### src/rtl/seq_sub_pkg.sv
// Shared types and helpers for the sequential slice-wise subtractor.
package seq_sub_pkg;

   typedef enum logic [1:0] {
      IDLE = 2'd0,
      CALC = 2'd1,
      DONE = 2'd2
   } seq_sub_state_t;

   // Slice counter width; a single-slice build still needs one bit.
   function automatic int unsigned cnt_width(input int unsigned n, input int unsigned k);
      int unsigned s;
      s = n / k;
      return (s <= 1) ? 1 : $clog2(s);
   endfunction

endpackage

### src/rtl/sub_slice.sv
// K-bit ripple subtractor: d = a - b - bin, built as a + ~b + ~bin on full-adder cells.
module sub_slice #(
   parameter int unsigned K = 8
) (
   input  logic [K-1:0] i_a,
   input  logic [K-1:0] i_b,
   input  logic         i_bin,
   output logic [K-1:0] o_d,
   output logic         o_bout
);

   logic [K:0]   w_c;
   logic [K-1:0] w_bn;

   assign w_c[0] = ~i_bin;
   assign w_bn   = ~i_b;

   for (genvar i = 0; i < K; i++) begin : g_fa
      assign o_d[i]     = i_a[i] ^ w_bn[i] ^ w_c[i];
      assign w_c[i + 1] = (i_a[i] & w_bn[i]) | (w_c[i] & (i_a[i] ^ w_bn[i]));
   end

   // No carry out of the top means the slice needed to borrow.
   assign o_bout = ~w_c[K];

endmodule

### src/rtl/seq_subtractor.sv
// Multi-cycle subtractor, one K-bit slice per clock, LS slice first, start/ready/done handshake.
// Optional signed-overflow output enabled by defining SEQ_SUB_OVF_EN.
module seq_subtractor
   import seq_sub_pkg::*;
#(
   parameter int unsigned N = 32,
   parameter int unsigned K = 8
) (
   input  logic         i_clk,
   input  logic         i_rst_n,
   input  logic         i_start,
   input  logic [N-1:0] i_x,
   input  logic [N-1:0] i_y,
   input  logic         i_bin,
   output logic         o_ready,
   output logic         o_done,
   output logic [N-1:0] o_diff,
   output logic         o_bout
`ifdef SEQ_SUB_OVF_EN
   ,
   output logic         o_ovf
`endif
);

   localparam int unsigned S  = N / K;
   localparam int unsigned CW = cnt_width(N, K);
   localparam logic [CW-1:0] LastCnt = CW'(S - 1);

   seq_sub_state_t r_state, w_state_next;
   logic [CW-1:0]  r_cnt;
   logic           r_borrow;
   logic [N-1:0]   r_x, r_y, r_work, r_diff;
   logic           r_bout;
   logic [N-1:0]   w_x_next, w_y_next, w_work_next;
   logic [K-1:0]   w_d;
   logic           w_bout;
   logic           w_last;

   sub_slice #(.K(K)) u_slice (
      .i_a    (r_x[K-1:0]),
      .i_b    (r_y[K-1:0]),
      .i_bin  (r_borrow),
      .o_d    (w_d),
      .o_bout (w_bout)
   );

   // Results enter from the MSB end so the final slice lands in the top bits.
   if (K < N) begin : g_shift
      assign w_x_next    = {{K{1'b0}}, r_x[N-1:K]};
      assign w_y_next    = {{K{1'b0}}, r_y[N-1:K]};
      assign w_work_next = {w_d, r_work[N-1:K]};
   end else begin : g_single
      assign w_x_next    = '0;
      assign w_y_next    = '0;
      assign w_work_next = w_d;
   end

   assign w_last = (r_cnt == LastCnt);

   always_comb begin
      w_state_next = r_state;
      unique case (r_state)
         IDLE:    if (i_start) w_state_next = CALC;
         CALC:    if (w_last)  w_state_next = DONE;
         DONE:    w_state_next = IDLE;
         default: w_state_next = IDLE;
      endcase
   end

   always_ff @(posedge i_clk or negedge i_rst_n) begin
      if (!i_rst_n) begin
         r_state <= IDLE;
      end else begin
         r_state <= w_state_next;
      end
   end

   always_ff @(posedge i_clk or negedge i_rst_n) begin
      if (!i_rst_n) begin
         r_cnt    <= '0;
         r_borrow <= 1'b0;
         r_x      <= '0;
         r_y      <= '0;
         r_work   <= '0;
         r_diff   <= '0;
         r_bout   <= 1'b0;
      end else begin
         if (r_state == IDLE && i_start) begin
            r_x      <= i_x;
            r_y      <= i_y;
            r_borrow <= i_bin;
            r_cnt    <= '0;
         end else if (r_state == CALC) begin
            r_x      <= w_x_next;
            r_y      <= w_y_next;
            r_borrow <= w_bout;
            r_work   <= w_work_next;
            r_cnt    <= r_cnt + 1'b1;
            if (w_last) begin
               r_diff <= w_work_next;
               r_bout <= w_bout;
            end
         end
      end
   end

`ifdef SEQ_SUB_OVF_EN
   // Operand sign bits are kept aside because the operand registers shift away.
   logic r_x_msb, r_y_msb, r_ovf;

   always_ff @(posedge i_clk or negedge i_rst_n) begin
      if (!i_rst_n) begin
         r_x_msb <= 1'b0;
         r_y_msb <= 1'b0;
         r_ovf   <= 1'b0;
      end else if (r_state == IDLE && i_start) begin
         r_x_msb <= i_x[N-1];
         r_y_msb <= i_y[N-1];
      end else if (r_state == CALC && w_last) begin
         r_ovf <= (r_x_msb != r_y_msb) && (w_work_next[N-1] != r_x_msb);
      end
   end

   assign o_ovf = r_ovf;
`endif

   assign o_ready = (r_state == IDLE);
   assign o_done  = (r_state == DONE);
   assign o_diff  = r_diff;
   assign o_bout  = r_bout;

endmodule

### config.mk
export PLATFORM = sky130hd
export DESIGN_NAME = seq_subtractor
export DESIGN_NICKNAME = d
export VERILOG_FILES = /design/src/rtl/seq_sub_pkg.sv /design/src/rtl/sub_slice.sv /design/src/rtl/seq_subtractor.sv
export SDC_FILE = /design/constraint.sdc
export NUM_CORES = 1
export LEC_CHECK = 0
export BUFFER_PORTS_ARGS = -buffer_cell sky130_fd_sc_hd__buf_2
export CELL_PAD_IN_SITES_DETAIL_PLACEMENT = 0
export CELL_PAD_IN_SITES_GLOBAL_PLACEMENT = 1
export CORE_ASPECT_RATIO = 1.25
export CORE_MARGIN = 1.5
export CORE_UTILIZATION = 45
export CTS_CLUSTER_SIZE = 20
export DETAILED_ROUTE_END_ITERATION = 12
export PLACE_DENSITY = 0.77
export SETUP_SLACK_MARGIN = 0.15
export SLEW_MARGIN = 20
export SYNTH_ARGS = -nofsm -noshare
export SYNTH_HDL_FRONTEND = slang
export SYNTH_HIERARCHICAL = 1
export SYNTH_SLANG_ARGS = --single-unit
export TNS_END_PERCENT = 5
### constraint.sdc
create_clock -name i_clk -period 4.55 [get_ports i_clk]
set_clock_uncertainty 0.2 [all_clocks]
set_input_delay 0.2275 -clock i_clk [delete_from_list [all_inputs] [get_ports i_clk]]
set_output_delay 0.2275 -clock i_clk [all_outputs]
set_load 0.05 [all_outputs]
==> summary.md <==
| Metric | Value |
|---|---|
| Placed Area | 6400 um^2 |
| Crit Path Max Fanout | 2 |
| Reg2Reg Setup Slack | 0.61 ns |
| Synth Net Count | 549 |
| Critical Path Source | r_borrow |
| Synth cell types | 27 |
| DRC | 0 |
| Dpl hpwl | 8290 um |
| CTS tree | yes |
| CP max-delay cell | fa_1 |
| Setup TNS | 0 ns |
| Max rail drop VDD | 0.381 mV |
| All-Layer GR Usage | 20.4% |
| DR pass1 iterations | 6 |
| Critical-path cell list | inv_1, fa_1, fa_1, inv_1, fa_1, fa_1, fa_1, fa_1, fa_1, fa_1, inv_1, mux2_2 |
| Die height | 131 um |
| First-pass GRT wire length | 21,800 um |
| Max frequency | 254 MHz |
| Die W | 105 um |
| ANT nets after route | 0 |
| Initial Utilization | 46.0% |
| Initial antenna violation count | 0 |
| Seq/Total Area, Yosys | 53.9% |
| Max cap viols | 0 |
| Htree depth | 4 |
| Placeable Area | 12,700 um^2 |
| Critical path class | reg2reg |
| Layout cell share with drive strength beyond 1 | 31.3% |
| Num CTS Buffers | 17 |
| Cell mode on critical path | fa_1 |
| Layout area overhead | 29.4% |
| Fin util | 59.5% |
| Critical path arrival | 4.04 ns |
| Outcome | finished, final reports clean |
| Worst Hold Class | in2reg |
| Min-delay src | i_y[0] |
| Cell Area, Synth | 5850 um^2 |
| Hold endpoint | r_y[0] |
| Hold path cells | 3 |
| Site Rows | 46 |
| Max Slew Vio Count | 0 |
| Reg2Reg Depth | 12 |
| Root buf cell | clkbuf_16 |
| Ant diodes | 0 |
| Fin crit period | 3.94 ns |
| Die area | 13,700 um^2 |
| Crit path required time | 4.64 ns |
| Filler cells | 1,070 |
| Drt total wl | 13,200 um |
| Worst r2r src | r_borrow |
| Main synth FF type | dfrtp_1 |
| Slowest stage delay, CP | 0.48 ns |
| Fin Hold WS | 0.0140 ns |
| Number of synthesized flops with an enable pin | 0 |
| Final Wtd Congestion | 0.774 |
| Final setup fails | 0 |
| Yosys Warn Count | 6 |
| Part of the cycle the worst path needs | 86.6% |
| Critical Path Source Type | flop |
| Critical path's top delay family | adder cells |
| IO Count | 103 |
| Clock latency on the worst-skew pair | 0.41 ns |
| GRT Residual Overflow | 0 |
| WL per Instance | 16.7 um |
| Worst slew margin | 35.1% |
| Static leakage | 3.45 nW |
| Synth Register Bits | 126 |
| Hold Violations, Final | 0 |
| Unrepaired setup endpoints after global routing | no |
| Layout Nets | 684 |
| Avg Inst Size Synth | 12.4 um^2 |
| Worst setup EP type | flop |
| Iter 0 DRT Violations | 273 |
| Commonest cells after routing, fill and taps aside | dfrtp_1 (124), buf_2 (101), inv_1 (64), dlygate4sd3_1 (51), nor3b_1 (48) |
| Post-route cell area | 7570 um^2 |
| Vias per inst | 5.24 |
| Cells after synthesis | 472 |
| CTS Sinks | 126 |
| Clock slew at reported path FFs | 0.05 ns |
| Pwr dens | 819 nW/um^2 |
| Actual slew at the worst max-slew pin | 0.974 ns |
| Reg2reg end | r_work[31] |
| Port-buffer cells | 102 |
| Via Count | 4,128 |
| Bufs on Longest Clock Path | 2 |
| Vias in the first global route | 4,313 |
| Async SR Flop Fraction | 100% |
| Commonest non-fill, non-tap cell in the layout | dfrtp_1 |
| Largest net degree at the start of global routing | 58 |
| Bufs and invs on worst path | 3 |
==> flip-flops by register name, indices dropped and copies added, names as in the netlist <==
name and count:
r_state 2, r_x 32, o_diff 32, r_y 32, r_borrow 1, r_cnt 2
o_bout 1, r_work 24
==> worst min-delay path, delay by kind of cell <==
family                 cells  cell delay, ns
AOI/OAI and AO/OA          1            0.21
buffers and inverters      1            0.08
and+or+nand+nor            1            0.04
==> worst max-delay path by stage <==
| stage | to | slack [ns] | cells past startpoint |
|---|---|---|---|
| floorplan | r_work[31] | 0.78 | 12 |
| global placement | r_work[31] | 0.67 | 12 |
| detailed placement | r_work[31] | 0.63 | 12 |
| CTS | r_work[31] | 0.62 | 12 |
| global route | r_work[31] | 0.44 | 12 |
| finish | r_work[31] | 0.61 | 12 |
==> cell type report <==
type	count	area (um^2)	share of cell area (%)
Sequential cell	126	3160	41.7
Multi-Input combinational cell	240	2240	29.5
Timing Repair Buffer	158	1060	14.0
Clock buffer	19	453	5.98
Inverter	64	240	3.17
Clock inverter	13	211	2.79
Tap cell	168	210	2.78
==> power breakdown <==
part / switching (W) / leakage [nW] / total [W] / internal, W
clock: 0.000496 / 0.324 / 0.00150 / 0.00100
combinational: 0.00153 / 1.61 / 0.00259 / 0.00106
sequential: 0.000420 / 1.51 / 0.00211 / 0.00169
total: 0.00245 / 3.45 / 0.00620 / 0.00375
==> routing by layer <==
layer  up-vias  global-route usage (%)  part of all wire [%]  wire length, um
met4         0                    9.11                   2.2              291
met5         -                       0                     0                0
met1      2044                    25.7                    44             5850
li1       1962                       -                     -                -
met2       101                    34.5                    50             6560
met3        21                    4.07                   3.6              477
==> cell usage after synthesis, drive strengths merged, types with 8 or more instances <==
library cell  number  area (um^2)
clkbuf            10         37.5
inv               64          240
fa                 8          160
a22o              16          140
nor3b             49          373
buf               32          196
mux2              57          642
nor4b             47          412
a211oi            47          353
dfrtp            126         3150
==> timing repair <==
item	4_1_cts	5_1_grt
hold buffers	50	1
setup buffers	0	0
gates resized for setup	0	0
hold endpoints to repair	69	1
==> logic make-up (layout without fill, tap and decap cells) <==
family                   after synthesis  count (layout)  synth area share [%]
AO/OA/AOI/OAI                         69              69                  9.36
adder cells (fa/ha/maj)                9               9                  2.95
buffers and inverters                106             254                  8.10
flip-flops                           126             126                  53.9
multiplexers                          58              58                  11.1
AND/OR/NAND/NOR                      104             104                  14.6
==> stage by stage <==
stage | cells | total power (W) | setup slack (ns)
global placement | 705 | 0.00459 | 0.672
finish | 788 | 0.00620 | 0.609
CTS | 787 | 0.00625 | 0.616
detailed placement | 705 | 0.00470 | 0.632
floorplan | 472 | 0.00410 | 0.783
global route | 788 | 0.00661 | 0.437
No activity file was read; power rests on OpenSTA's default activity.
